**config.mk**
```make
export PLATFORM = sky130hd
export DESIGN_NAME = tdm_demux
export DESIGN_NICKNAME = d
export VERILOG_FILES = /design/src/rtl/tdm_pkg.sv /design/src/rtl/tdm_slot_ctr.sv /design/src/rtl/tdm_demux.sv
export SDC_FILE = /design/constraint.sdc
export NUM_CORES = 1
export LEC_CHECK = 0
export ABC_AREA = 1
export CAP_MARGIN = 10
export CELL_PAD_IN_SITES_DETAIL_PLACEMENT = 0
export CELL_PAD_IN_SITES_GLOBAL_PLACEMENT = 1
export CORE_UTILIZATION = 26
export DETAILED_ROUTE_END_ITERATION = 10
export PLACE_DENSITY = 0.64
export SLEW_MARGIN = 20
export SYNTH_ARGS = -nofsm -noshare
export SYNTH_HDL_FRONTEND = slang
export SYNTH_HIERARCHICAL = 1
export SYNTH_SLANG_ARGS = --single-unit
```
**constraint.sdc**
```tcl
create_clock -name clk -period 1.2 [get_ports clk]
set_input_delay 0.24 -clock clk [delete_from_list [all_inputs] [get_ports clk]]
set_output_delay 0.24 -clock clk [all_outputs]
set_load 0.005 [all_outputs]
```
**src/rtl/tdm_pkg.sv**
```systemverilog
// Shared types and constants for the four-slot TDM receive path.
// Used by tdm_slot_ctr and tdm_demux.
package tdm_pkg;
  localparam int TDM_SLOTS = 4;
  typedef logic [1:0] slot_t;
  localparam slot_t SLOT_LAST = 2'd3;
endpackage

```
**src/rtl/tdm_slot_ctr.sv**
```systemverilog
// Rotating 2-bit slot counter for the TDM demux.
// sync forces slot 1 because the syncing beat itself fills slot 0.
module tdm_slot_ctr
  import tdm_pkg::*;
(
  input  logic  clk,
  input  logic  rst,
  input  logic  adv,
  input  logic  sync,
  output slot_t slot,
  output logic  wrap
);

  slot_t slot_q, slot_d;

  always_comb begin
    slot_d = slot_q;
    if (sync) begin
      slot_d = slot_t'(1);
    end else if (adv) begin
      slot_d = slot_q + slot_t'(1);
    end
  end

  always_ff @(posedge clk) begin
    if (rst) begin
      slot_q <= '0;
    end else begin
      slot_q <= slot_d;
    end
  end

  assign slot = slot_q;
  assign wrap = adv && !sync && (slot_q == SLOT_LAST);

endmodule

```
**src/rtl/tdm_demux.sv**
```systemverilog
// Four-slot TDM demultiplexer: collects W-bit beats and publishes frames.
// Optional resync error reporting with TDM_DEMUX_ERR_EN.
module tdm_demux
  import tdm_pkg::*;
#(
  parameter int W = 1
) (
  input  logic               clk,
  input  logic               rst,
  input  logic [W-1:0]       din,
  input  logic               din_valid,
  input  logic               sof,
  output logic [TDM_SLOTS*W-1:0] dout,
  output logic               frame_valid,
`ifdef TDM_DEMUX_ERR_EN
  output logic               frame_err,
  output logic [7:0]         err_count,
`endif
  output slot_t              slot
);

  slot_t beat_slot;
  logic  sync;
  logic  wrap;

  logic [2:0][W-1:0]         shadow_q, shadow_d;
  logic [TDM_SLOTS*W-1:0]    dout_q, dout_d;
  logic                      fv_q, fv_d;

  assign sync      = din_valid && sof;
  assign beat_slot = sof ? slot_t'(0) : slot;

  tdm_slot_ctr u_ctr (
    .clk  (clk),
    .rst  (rst),
    .adv  (din_valid),
    .sync (sync),
    .slot (slot),
    .wrap (wrap)
  );

  always_comb begin
    shadow_d = shadow_q;
    for (int k = 0; k < 3; k++) begin
      if (din_valid && beat_slot == slot_t'(k)) begin
        shadow_d[k] = din;
      end
    end
  end

  // Publish only on a genuine slot-3 beat; dout never shows partial data.
  always_comb begin
    dout_d = dout_q;
    fv_d   = wrap;
    if (wrap) begin
      dout_d = {din, shadow_q};
    end
  end

  always_ff @(posedge clk) begin
    if (rst) begin
      shadow_q <= '0;
      dout_q   <= '0;
      fv_q     <= 1'b0;
    end else begin
      shadow_q <= shadow_d;
      dout_q   <= dout_d;
      fv_q     <= fv_d;
    end
  end

  assign dout        = dout_q;
  assign frame_valid = fv_q;

`ifdef TDM_DEMUX_ERR_EN
  logic       resync;
  logic       err_q, err_d;
  logic [7:0] cnt_q, cnt_d;

  assign resync = sync && (slot != slot_t'(0));

  always_comb begin
    err_d = resync;
    cnt_d = cnt_q;
    if (resync && cnt_q != 8'hFF) begin
      cnt_d = cnt_q + 8'd1;
    end
  end

  always_ff @(posedge clk) begin
    if (rst) begin
      err_q <= 1'b0;
      cnt_q <= '0;
    end else begin
      err_q <= err_d;
      cnt_q <= cnt_d;
    end
  end

  assign frame_err = err_q;
  assign err_count = cnt_q;
`endif

endmodule

```
==> metrics.yaml <==
run_status:
  run_status: "finished clean"
setup_path:
  critPathLaunchType: "register"
  arrival_ps: 1300
  cpLargestDelayFamily: "simple AND/OR/NAND/NOR gates"
  critical_path_class: "register to register"
  cp_slowest_stage_delay_ps: 320
  cp_common_cell: "nor2_1"
  cp_max_fo: 6
  path_cells: "buf_4, ha_4, nand2_2, nor2_4, inv_2, nor2_1, nor2_1"
  crit_path_end_kind: "register"
  cp.required_ps: 1360
  slowest_stage: "dfxtp_2"
  path_buf_inv: 2
yosys:
  synth_ff_type: "dfxtp_1"
  yosysMostFrequentCell: "nand2_1"
  async_reset_ff_share_pct: 0
  synthTopCellsByCount: "nand2_1, inv_1, nor2_1"
  synth_largest_area_cell: "dfxtp_1"
  synth_fp_nets: 68
  yosys_warnings: 6
  syn_area_um2: 423
  synth_edf_count: 0
  avgSynthCellArea_um2: 6.82
  synth-seq-cells: 10
  synth-seq-area-share_pct: 47.3
  syn_inst: 62
  synth.area.top_cells: "dfxtp_1, nand2_1, inv_1"
  ys_types: 12
  synth_top_cell_area_share_pct: 47.3
floorplan:
  top_level_ports: 12
  die_y_um: 42.3
  die_area_mm2: 0.00179
  num_rows: 14
  core-area_mm2: 0.00151
  die_w_um: 42.3
  initial_utilization_pct: 28.1
cells_and_area:
  instances_no_fill: 100
  syn_to_final_growth_pct: 57.1
  diodes: 0
  fin_area_um2: 664
  final_nets: 91
  drive_gt1_share_pct: 25.0
global_routing:
  grt_start_max_net_pins: 8
  grt_overflow: 0
  antenna_found_initial: 0
  grt_pass1_wl_um: 1500
  grt_util_all_layers_pct: 11.4
  grt_pass1_vias: 353
hold_path:
  hold_class: "register to register"
clock_tree:
  numCtsBuffers: 3
  clockBufferDepth: 2
  cts_root_buf: "clkbuf_4"
  htreeDepth: 1
  clk_pin_slew_ps: 70
  clkLatencyLatePin_ps: 260
  holdBufCountCts: 0
  cts_num_sinks: 10
  cts_tree: "built"
timing:
  tightestPinTransition_ps: 221
  slew_violations: 0
  skew_ps: 5.14
  setup_viol: 0
  rsz0062_at_grt: "yes"
  slew_headroom_pct: 85.3
  final.min_clock_period_ps: 1140
  final.period_utilization_pct: 95.1
  finalHoldViolCount: 0
  fmax_ghz: 0.876
run:
  max-cap-violations: 0
place:
  place_area_um2: 598
  gp_congestion: 0.707
  io_buffers: 11
  place_hpwl_um: 689
  placedCellCount: 95
detailed_routing:
  via_count: 427
  post-route-drc-count: 0
  wl_per_cell_um: 9.75
  wl_um: 975
  drt_first_pass_iters: 3
  antenna_left: 0
  drtIter0Drc: 2
  via_per_inst: 4.27
power_and_ir_drop:
  power_leakage_uw: 0.000347
  pwr_density_cell_mw_per_mm2: 1130
  ir_drop_mv: 0.583
-- registers in the layout, summed over array words and instances (netlist names) --
register     cells
dout             4
frame_valid      1
shadow_q         3
u_ctr/slot       2
-- cell type report --
class | instances | area, um^2
sequential | 10 | 203
multi-input combinational | 39 | 204
timing repair buffer | 18 | 153
fill | 171 | 842
inverter | 13 | 48.8
clock buffer | 4 | 36.3
tap | 16 | 20.0
-- layer usage --
metal	up-vias	GRT usage [%]	routed length, um
met5	-	0	0
met4	0	9.38	18
met3	2	3.02	41
met2	7	13.5	428
met1	184	16.6	487
li1	234	-	-
-- power breakdown --
part           internal (uW)  total [uW]  switching (uW)
Sequential               344         351            6.63
Clock                    184         296             112
Combinational           54.6         105            50.7
-- cells in the final DEF, fill, tap and decap left out, types with 2 or more instances in the layout --
cell             netlist  layout
buf_4                  0       8
dlygate4sd2_1          0       6
o21ai_1                2       5
clkdlybuf4s50_1        0       4
a21oi_1                4       3
dfxtp_2                0       2
inv_2                  1       2
nand3_1                2       2
nor2_1                11      10
inv_1                 12      11
dfxtp_1               10       8
nand2_1               13      12
clkbuf_4               0       3
-- cells by family (layout without fill, tap and decap cells) --
kind of cell    after synthesis  count (layout)  synth area share (%)
simple gates                 28              28                  26.3
buf+inv                      13              35                  11.5
compound gates               10              10                  11.8
flops                        10              10                  47.3
fa+ha+maj                     1               1                  2.96
-- final timing paths --
path                 start      end  slack, ps  cells after the start
min            shadow_q[1]  dout[1]        470                      2
max reg2reg  u_ctr/slot[0]  dout[2]         60                      7
max          u_ctr/slot[0]  dout[2]         60                      7
min reg2reg    shadow_q[1]  dout[1]        470                      2
-- per-stage QoR --
step | utilization (%) | hold WS (ps) | total power (uW) | setup TNS, ps | setup slack [ps]
2_1_floorplan | - | 312 | 397 | 0 | 13.8
3_3_place_gp | 39.7 | 463 | 450 | -1070 | -194
3_5_place_dp | 39.7 | 463 | 450 | -1050 | -181
4_1_cts | 42.2 | 474 | 747 | 0 | 2.07
5_1_grt | 44.1 | 518 | 794 | -46.5 | -46.5
6_report | 44.1 | 470 | 752 | 0 | 58.3
-- what timing repair did --
item,4_1_cts,5_1_grt
setup endpoints to repair,7,4
setup buffers,1,1
hold endpoints to repair,0,0
gates resized for setup,9,13
pin swaps,0,2
-- worst register-to-register path: cells and delay by family, from the launching register on --
kind | cells | cell delay, ps
buffers and inverters | 2 | 190
adder cells (fa/ha/maj) | 1 | 130
AND/OR/NAND/NOR | 4 | 400
flip-flops | 1 | 320
Note: power is estimated with default switching activity, not from simulation.
